<file path="src/rtl/ghost_pkg.sv">
// Shared definitions for the ghost_catch game-logic block.
// Contents: coordinate widths, default overlap threshold, invulnerability
// window length and the game FSM state encoding (also driven on game_state).
package ghost_pkg;

  localparam int unsigned X_W              = 10;
  localparam int unsigned Y_W              = 9;
  localparam int unsigned HIT_DIST_DEFAULT = 8;
  localparam int unsigned INVULN_TICKS     = 32;

  typedef enum logic [1:0] {
    StIdle   = 2'd0,
    StPlay   = 2'd1,
    StFreeze = 2'd2,
    StOver   = 2'd3
  } game_state_e;

endpackage

</file>
<file path="src/rtl/ghost_catch_if.sv">
// Signal bundle between the game controller and the ghost_catch block.
// master: drives tick/start/positions, observes caught/lives/game_state/freeze/game_over.
// slave : the ghost_catch block itself.
interface ghost_catch_if;
  import ghost_pkg::*;

  logic           tick;
  logic           start;
  logic [X_W-1:0] pac_x;
  logic [Y_W-1:0] pac_y;
  logic [X_W-1:0] ghost_x;
  logic [Y_W-1:0] ghost_y;
  logic           caught;
  logic [1:0]     lives;
  logic [1:0]     game_state;
  logic           freeze;
  logic           game_over;

  modport master (
    output tick, start, pac_x, pac_y, ghost_x, ghost_y,
    input  caught, lives, game_state, freeze, game_over
  );

  modport slave (
    input  tick, start, pac_x, pac_y, ghost_x, ghost_y,
    output caught, lives, game_state, freeze, game_over
  );

endinterface

</file>
<file path="src/rtl/coord_dist.sv">
// Per-axis proximity test: |a_i - b_i| < Dist.
// Ports: a_i, b_i  - W-bit unsigned coordinates
//        near_o    - high when the absolute difference is below Dist
module coord_dist #(
  parameter int unsigned W    = 10,
  parameter int unsigned Dist = 8
) (
  input  logic [W-1:0] a_i,
  input  logic [W-1:0] b_i,
  output logic         near_o
);

  localparam logic [W:0] DistW = (W + 1)'(Dist);

  logic [W:0] a_ext;
  logic [W:0] b_ext;
  logic [W:0] diff;

  assign a_ext = {1'b0, a_i};
  assign b_ext = {1'b0, b_i};

  // Subtract the smaller from the larger so the magnitude never wraps.
  always_comb begin
    if (a_ext >= b_ext) diff = a_ext - b_ext;
    else                diff = b_ext - a_ext;
  end

  assign near_o = (diff < DistW);

endmodule

</file>
<file path="src/rtl/ghost_catch.sv">
// Pac-Man / ghost collision and lives controller.
// Ports: clk  - system clock (rising edge)
//        rst  - synchronous active-low reset
//        bus  - ghost_catch_if.slave: tick, start, positions in; caught, lives,
//               game_state, freeze, game_over out
// Optional feature: define GHOST_CATCH_INVULN_EN to ignore hits for 32 ticks
// after every freeze ends.
module ghost_catch import ghost_pkg::*; #(
  parameter int unsigned HIT_DIST     = HIT_DIST_DEFAULT,
  parameter int unsigned FREEZE_TICKS = 60,
  parameter int unsigned LIVES_INIT   = 3
) (
  input logic          clk,
  input logic          rst,
  ghost_catch_if.slave bus
);

  localparam int unsigned  FcW        = (FREEZE_TICKS > 1) ? $clog2(FREEZE_TICKS + 1) : 1;
  localparam logic [FcW-1:0] FreezeLoad = FcW'(FREEZE_TICKS);
  localparam logic [1:0]   LivesLoad  = 2'(LIVES_INIT);

  game_state_e    state_q, state_d;
  logic [1:0]     lives_q, lives_d;
  logic [FcW-1:0] fcnt_q, fcnt_d;
  logic           caught_q, caught_d;
  logic           near_x, near_y, hit, armed;

  coord_dist #(.W(X_W), .Dist(HIT_DIST)) u_dist_x (
    .a_i    (bus.pac_x),
    .b_i    (bus.ghost_x),
    .near_o (near_x)
  );

  coord_dist #(.W(Y_W), .Dist(HIT_DIST)) u_dist_y (
    .a_i    (bus.pac_y),
    .b_i    (bus.ghost_y),
    .near_o (near_y)
  );

  assign hit = near_x & near_y;

`ifdef GHOST_CATCH_INVULN_EN
  logic [5:0] inv_q, inv_d;
  assign armed = (inv_q == 6'd0);
`else
  assign armed = 1'b1;
`endif

  always_comb begin
    state_d  = state_q;
    lives_d  = lives_q;
    fcnt_d   = fcnt_q;
    caught_d = 1'b0;
`ifdef GHOST_CATCH_INVULN_EN
    inv_d    = inv_q;
`endif
    unique case (state_q)
      // start takes priority over tick here: no hit is evaluated in these states.
      StIdle, StOver: begin
        if (bus.start) begin
          state_d = StPlay;
          lives_d = LivesLoad;
`ifdef GHOST_CATCH_INVULN_EN
          inv_d   = 6'd0;
`endif
        end
      end
      StPlay: begin
        if (bus.tick) begin
          if (!armed) begin
`ifdef GHOST_CATCH_INVULN_EN
            inv_d = inv_q - 6'd1;
`endif
          end else if (hit) begin
            caught_d = 1'b1;
            lives_d  = (lives_q != 2'd0) ? lives_q - 2'd1 : 2'd0;
            if (lives_q <= 2'd1) begin
              state_d = StOver;
            end else begin
              state_d = StFreeze;
              fcnt_d  = FreezeLoad;
            end
          end
        end
      end
      StFreeze: begin
        if (bus.tick) begin
          if (fcnt_q <= FcW'(1)) begin
            fcnt_d  = '0;
            state_d = StPlay;
`ifdef GHOST_CATCH_INVULN_EN
            inv_d   = 6'(INVULN_TICKS);
`endif
          end else begin
            fcnt_d = fcnt_q - FcW'(1);
          end
        end
      end
      default: state_d = StIdle;
    endcase
  end

  always_ff @(posedge clk) begin
    if (!rst) begin
      state_q  <= StIdle;
      lives_q  <= 2'd0;
      fcnt_q   <= '0;
      caught_q <= 1'b0;
    end else begin
      state_q  <= state_d;
      lives_q  <= lives_d;
      fcnt_q   <= fcnt_d;
      caught_q <= caught_d;
    end
  end

`ifdef GHOST_CATCH_INVULN_EN
  always_ff @(posedge clk) begin
    if (!rst) inv_q <= 6'd0;
    else      inv_q <= inv_d;
  end
`endif

  assign bus.caught     = caught_q;
  assign bus.lives      = lives_q;
  assign bus.game_state = state_q;
  assign bus.freeze     = (state_q == StFreeze) || (state_q == StOver);
  assign bus.game_over  = (state_q == StOver);

endmodule

</file>
<file path="src/flat_wrapper.sv">
// flat-port wrapper written by rule: the top's interface ports become plain ports
module ghost_catch_flat import ghost_pkg::*;
#(
  parameter int unsigned HIT_DIST     = HIT_DIST_DEFAULT,
  parameter int unsigned FREEZE_TICKS = 60,
  parameter int unsigned LIVES_INIT   = 3
)
  (clk, rst, bus_tick, bus_start, bus_pac_x, bus_pac_y, bus_ghost_x, bus_ghost_y, bus_caught, bus_lives, bus_game_state, bus_freeze, bus_game_over);
  ghost_catch_if bus_i ();
  input logic clk;
  input logic rst;
  input wire logic [$bits(bus_i.tick)-1:0] bus_tick;
  input wire logic [$bits(bus_i.start)-1:0] bus_start;
  input wire logic [$bits(bus_i.pac_x)-1:0] bus_pac_x;
  input wire logic [$bits(bus_i.pac_y)-1:0] bus_pac_y;
  input wire logic [$bits(bus_i.ghost_x)-1:0] bus_ghost_x;
  input wire logic [$bits(bus_i.ghost_y)-1:0] bus_ghost_y;
  output wire logic [$bits(bus_i.caught)-1:0] bus_caught;
  output wire logic [$bits(bus_i.lives)-1:0] bus_lives;
  output wire logic [$bits(bus_i.game_state)-1:0] bus_game_state;
  output wire logic [$bits(bus_i.freeze)-1:0] bus_freeze;
  output wire logic [$bits(bus_i.game_over)-1:0] bus_game_over;
  assign bus_i.tick = bus_tick;
  assign bus_i.start = bus_start;
  assign bus_i.pac_x = bus_pac_x;
  assign bus_i.pac_y = bus_pac_y;
  assign bus_i.ghost_x = bus_ghost_x;
  assign bus_i.ghost_y = bus_ghost_y;
  assign bus_caught = bus_i.caught;
  assign bus_lives = bus_i.lives;
  assign bus_game_state = bus_i.game_state;
  assign bus_freeze = bus_i.freeze;
  assign bus_game_over = bus_i.game_over;
  ghost_catch #(.HIT_DIST(HIT_DIST), .FREEZE_TICKS(FREEZE_TICKS), .LIVES_INIT(LIVES_INIT)) u_core (.clk(clk), .rst(rst), .bus(bus_i));
endmodule
</file>
<file path="config.mk">
export PLATFORM = sky130hd
export DESIGN_NAME = ghost_catch_flat
export DESIGN_NICKNAME = d
export VERILOG_FILES = /design/src/rtl/ghost_pkg.sv /design/src/rtl/ghost_catch_if.sv /design/src/rtl/coord_dist.sv /design/src/rtl/ghost_catch.sv /design/src/flat_wrapper.sv
export SDC_FILE = /design/constraint.sdc
export NUM_CORES = 1
export LEC_CHECK = 0
export BUFFER_PORTS_ARGS = -buffer_cell sky130_fd_sc_hd__buf_4
export CORE_ASPECT_RATIO = 0.9
export CORE_MARGIN = 2
export CORE_UTILIZATION = 51
export DETAILED_ROUTE_END_ITERATION = 12
export PLACE_DENSITY = 0.74
export SLEW_MARGIN = 20
export SYNTH_ARGS = -nofsm -noshare
export SYNTH_HDL_FRONTEND = slang
export SYNTH_HIERARCHICAL = 1
export SYNTH_SLANG_ARGS = --single-unit
</file>
<file path="constraint.sdc">
create_clock -name clk -period 3.4 [get_ports clk]
set_input_delay 0.68 -clock clk [delete_from_list [all_inputs] [get_ports clk]]
set_output_delay 0.68 -clock clk [all_outputs]
set_load 0.02 [all_outputs]
</file>
* Word level (Yosys, flattened, before mapping)
Index checks and enable logic that the tools add are counted.
** Storage, ports and cells
- Register bits :: 11
- Bits of input ports :: 42
- Output and inout port bits :: 7
- Word-level logic and storage cells :: 57
** Cells by class
- Add/sub/neg operators :: 6
- Magnitude comparators :: 6
- Equality and inequality tests :: 9
- Multiplexer cells :: 21
- Bitwise gates (word level) :: 1
- Reduce and logical (&&, ||, !) cells :: 10
** Operators with widths (count)
- 2-to-1 mux 6 bit :: 5
- subtractor 10 x 10 -> 11 bit :: 2
- subtractor 9 x 9 -> 10 bit :: 2
- 2-to-1 mux 2 bit :: 9
- case mux 6 bit (2 select lines) :: 1
- less-than comparator 11 x 4 -> 1 bit, second input constant :: 1
- 2-to-1 mux 11 bit :: 1
- greater-or-equal comparator 10 bit :: 1
- less-than comparator 10 x 4 -> 1 bit, second input constant :: 1
- 2-to-1 mux 10 bit :: 1
- AND reduction 5 bit :: 2
- greater-or-equal comparator 9 bit :: 1
- inequality test 2 bit, second input constant :: 4
- <= comparator 6 x 1 -> 1 bit, second input constant :: 1
- case mux 2 bit (3 select lines) :: 1
- nonzero test 2 bit :: 3
- subtractor 6 x 1 -> 6 bit, second input constant :: 1
- == test 2 bit, second input constant :: 2
- inequality test 2 x 1 -> 1 bit, second input constant :: 2
- case mux 2 bit (2 select lines) :: 1
- AND reduction 4 bit :: 1
- AND reduction 3 bit :: 1
- == test 2 x 1 -> 1 bit, second input constant :: 1
- <= comparator 2 x 1 -> 1 bit, second input constant :: 1
- 6 further kinds :: 7

* Logic depth before layout (Yosys ltp)
- Depth in word-level cells :: 7
- Gate-level depth with buffers :: 15

* Modules after synthesis
The synthesis kept the hierarchy.
** By module, submodules not included
- coord_dist at u_core.u_dist_x :: instances 1, cells an instance 140, area an instance 943.4 sq um
- coord_dist at u_core.u_dist_y :: instances 1, cells an instance 121, area an instance 864.6 sq um
- ghost_catch :: instances 1, cells an instance 78, area an instance 668.1 sq um

* Worst setup path before layout
Ideal clock, no wire load.
- Kind :: input port to flip-flop
- Start :: in bus_pac_y[3]
- End :: reg u_core.fcnt_q[3]
- Arrival :: 3.491 ns
- Required time :: 3.285 ns
- Slack :: -0.205 ns
- Cell stages on the path :: 14
- Buffers on the path :: 2
- Path through :: inv_1 ha_1 buf_6 and4_4 o21ai_2 a31oi_1 or3_1 a2111o_1 a2111oi_2 and4_1 o21ai_1 buf_2 o41a_1 o21a_1
** Between the ends
- Cells in the longest elaborated chain, start to end :: 6
- Elaborated cells on any way between the ends :: 8
- Classes of those cells :: add/sub: 2; order compare: 2; eq/ne: 1; mux: 1; bitwise: 1; reduce/logical: 1
** Ends and longest elaborated chain
- from (decl) :: RTL line flat_wrapper.sv:15 : input wire logic [$bits(bus_i.pac_y)-1:0] bus_pac_y;
- subtractor 9 x 9 -> 10 bit (tied with other cells) :: RTL line coord_dist.sv:25 : else diff = b_ext - a_ext;
- 2-to-1 mux 10 bit (*) :: RTL line coord_dist.sv:24 : if (a_ext >= b_ext) diff = a_ext - b_ext;
- less-than comparator 10 x 4 -> 1 bit (*) :: RTL line coord_dist.sv:28 : assign near_o = (diff < DistW);
- net u_core.near_y :: RTL line ghost_catch.sv:26 : logic near_x, near_y, hit, armed;
- AND 1 bit (*) :: RTL line ghost_catch.sv:40 : assign hit = near_x & near_y;
- inequality test 2 x 1 -> 1 bit (no source line) (*)
- AND reduction 5 bit (no source line) (*)
- to (signal assigned) :: RTL line ghost_catch.sv:112 : fcnt_q <= fcnt_d;
- to (decl) :: RTL line ghost_catch.sv:24 : logic [FcW-1:0] fcnt_q, fcnt_d;
Mark *: on every way through the listed nets, which the timed path passes. The rest lies on a longest branch.
A chain may end at the register's enable or synchronous reset.

* Final worst setup path
- Start :: in bus_pac_y[1]
- End :: reg u_core.state_q[0] (netlist: u_core/bus.game_state[0])
** Between the ends
- Cells in the longest elaborated chain, start to end :: 6
- Elaborated cells on any way between the ends :: 8
- Classes of those cells :: add/sub: 2; order compare: 2; eq/ne: 1; mux: 1; bitwise: 1; reduce/logical: 1
** Ends and longest elaborated chain
- subtractor 9 x 9 -> 10 bit (tied with other cells) :: RTL line coord_dist.sv:25
- 2-to-1 mux 10 bit (*) :: RTL line coord_dist.sv:24
- less-than comparator 10 x 4 -> 1 bit (*) :: RTL line coord_dist.sv:28
- net u_core.near_y :: RTL line ghost_catch.sv:26
- AND 1 bit (*) :: RTL line ghost_catch.sv:40
- inequality test 2 x 1 -> 1 bit (no source line) (*)
- AND reduction 5 bit (no source line) (*)
- to (signal assigned) :: RTL line ghost_catch.sv:105 : state_q <= StIdle;
- to (signal assigned) :: RTL line ghost_catch.sv:110 : state_q <= state_d;
- to (decl) :: RTL line ghost_catch.sv:22 : game_state_e state_q, state_d;
Marked as above.

==> impl_metrics.yaml <==
timing:
  maxSlewViolCount: 0
  final-hold-violation-count: 0
  worst_pin_slew_ns: 0.451
  rsz0062_at_grt: "true"
  whs_ns: 0.474
  setup_ws_ns: -0.0437
  fin_setup_tns_ns: -0.0437
  finalCriticalPeriod_ns: 3.44
  setup_viol: 1
  slew-limit-headroom_pct: 69.8
  clock_skew_ns: 0.00117
  finalCritPeriodShare_pct: 101
  fmax_ghz: 0.290
clocking:
  hold_buffers: 0
  htree_levels: 1
  cts_buffers: 3
  cts.sinks: 11
  root_buffer: "clkbuf_8"
  clock_latency_ns: 0.24
  clk_pin_slew_ns: 0.05
  cts_tree: "done"
  clk_path_buf_depth: 2
yosys:
  yosysTopAreaCellShare_pct: 21.7
  synth_area_leader_cell: "ha_1"
  yosysWarnings: 6
  syn_area_per_cell_um2: 7.30
  synthCells: 339
  ys_ff_latch: 11
  synthArstFlopShare_pct: 0
  synthTopCellsByArea: "ha_1, dfxtp_1, inv_1"
  synth_cell_types: 66
  synth.net_count: 424
  synth.most_common_cell: "inv_1"
  seq_area_frac_synth_pct: 8.89
  synth_common_cells: "inv_1, ha_1, o21ai_0"
  ys.flop_type: "dfxtp_1"
  synth_edf_count: 0
  synth_area_um2: 2480
final_layout:
  area_growth_pct: 38.1
  antenna_cells: 0
  drive_above_1_share_pct: 32.2
  layout.cells.non_filler: 494
  final_util_pct: 71.6
  nets: 515
power:
  power_frac_clock_pct: 13.4
  power_density_nw_per_um2: 284
  p_sw_mw: 0.412
  vdd_drop_max_mv: 0.226
  p_leak_nw: 1.70
  comb_power_share_pct: 68.2
  p_total_mw: 0.970
  p_sw_share_pct: 42.5
  intPower_mw: 0.558
  pwr-share-seq_pct: 18.5
status:
  violations: "setup timing"
  status: "finished, violations left"
global_routing:
  grt.busiest_layer: "met2"
  grtUsageTotal_pct: 23.9
  gr-usage-met2_pct: 45.3
  grt_start_max_net_pins: 13
  grt_remaining_overflow: 0
  grt_pass1_vias: 2725
  gr-usage-met3_pct: 2.97
  grt_pass1_wl_mm: 11.1
  grt_antenna_before_repair: 0
  use_met1_pct: 28.1
route:
  wirelength_mm: 6.62
  viasPerCell: 5.56
  drcViolationCount: 0
  drt_first_pass_iters: 5
  post_drt_wl_per_cell_um: 13.4
  antenna_left: 0
  dr_total_vias: 2747
  drtIter0Drc: 123
placed_design:
  gp_congestion: 0.910
  numPortBuffers: 48
  dpl.cell_count: 488
  dp_hpwl_mm: 5.31
worst_setup_path:
  critPathCaptureType: "flop"
  worstSetupStartpointType: "primary input"
  critPathKind: "primary input to flop"
  crit_fanout: 3
  crit_required_ns: 3.53
  arrival_ns: 3.57
worst_hold_path:
  hold_class: "flop to flop"
die:
  fp-row-count: 24
  initial_core_util_pct: 51.9
  ioPinCount: 49
  die_area_um2: 5430
  die_w_um: 77.4
  coreArea_um2: 4770
  die_y_um: 70.1
flow_run:
  maxCapViolCount: 0
[registers in the layout, summed over array words and instances, names as in the netlist]
| signal | flops |
|---|---|
| u_core/bus.caught | 1 |
| u_core/fcnt_q | 6 |
| u_core/bus.lives | 2 |
| u_core/bus.game_state | 2 |
[critical path, stage by stage]
cell and delay [ns]:
buf_8 0.10, inv_4 0.05, ha_4 0.19, and2b_2 0.21
o21ai_2 0.15, a31oi_1 0.10, or3_1 0.32, a2111o_1 0.46
a2111oi_4 0.40, nand3_2 0.13, a222oi_1 0.30, buf_4 0.19
nand4_1 0.10, and3b_1 0.19
[kinds of logic after synthesis]
kind of cell	share of synthesized area [%]
AO/OA/AOI/OAI	33.0
XOR/XNOR	2.12
multiplexers	3.03
adder cells (fa/ha/maj)	21.7
buffers and inverters	10.8
flip-flops	8.89
AND/OR/NAND/NOR	20.4
[through the flow]
step | cell area [µm²] | setup WS (ns)
final | 3420 | -0.0437
after global placement | 3210 | -0.209
after floorplan | 2490 | -0.0456
after CTS | 3270 | 0.00514
after global routing | 3420 | -0.196
after detailed placement | 3210 | -0.275
[routing by layer]
| metal | vias up | routed length, µm |
|---|---|---|
| met2 | 77 | 3360 |
| met4 | 0 | 146 |
| met3 | 16 | 275 |
| li1 | 1396 | - |
| met1 | 1258 | 2840 |
| met5 | - | 0 |
[area by class of cell]
class	instances	area, µm²
Fill cell	382	1360
Clock buffer	4	45.0
Tap cell	65	81.3
Timing Repair Buffer	97	743
Multi-Input combinational cell	265	2130
Inverter	52	198
Sequential cell	11	220
[layout by cell type (no fill, tap or decap), drive strengths merged, types with 5 or more instances in the layout]
| cell | instances |
|---|---|
| nand2 | 18 |
| o21a | 9 |
| buf | 97 |
| a21boi | 5 |
| dfxtp | 11 |
| o21ai | 30 |
| a21o | 12 |
| nor2 | 19 |
| nor3 | 10 |
| ha | 43 |
| mux2i | 6 |
| a21oi | 25 |
| inv | 52 |
| nand4 | 5 |
| nand3 | 9 |
[power by group through the flow]
stage	clock, mW	sequential (mW)	combinational, mW
4_1_cts	0.130	0.178	0.616
5_1_grt	0.136	0.183	0.724
3_3_place_gp	0	0.180	0.590
3_5_place_dp	0	0.181	0.607
6_report	0.130	0.179	0.661
2_1_floorplan	0	0.196	0.378
[path summary, 6_finish.rpt]
check | endpoint | from | slack, ns | cells past startpoint
setup / recovery | u_core/bus.game_state[0]$_SDFFE_PN0P_ | bus_pac_y[1] | -0.04 | 14
hold / removal | u_core/fcnt_q[4]$_SDFFE_PN0P_ | u_core/fcnt_q[4]$_SDFFE_PN0P_ | 0.47 | 2
setup reg to reg | u_core/bus.game_state[0]$_SDFFE_PN0P_ | u_core/bus.game_state[0]$_SDFFE_PN0P_ | 1.57 | 6
hold reg to reg | u_core/fcnt_q[4]$_SDFFE_PN0P_ | u_core/fcnt_q[4]$_SDFFE_PN0P_ | 0.47 | 2
[repair_timing]
action	in CTS	in global routing
buffers inserted	0	2
gates resized for setup	3	26
endpoints found under the setup margin	4	9
pin swaps	0	12
(Power assumes the default switching activity.)
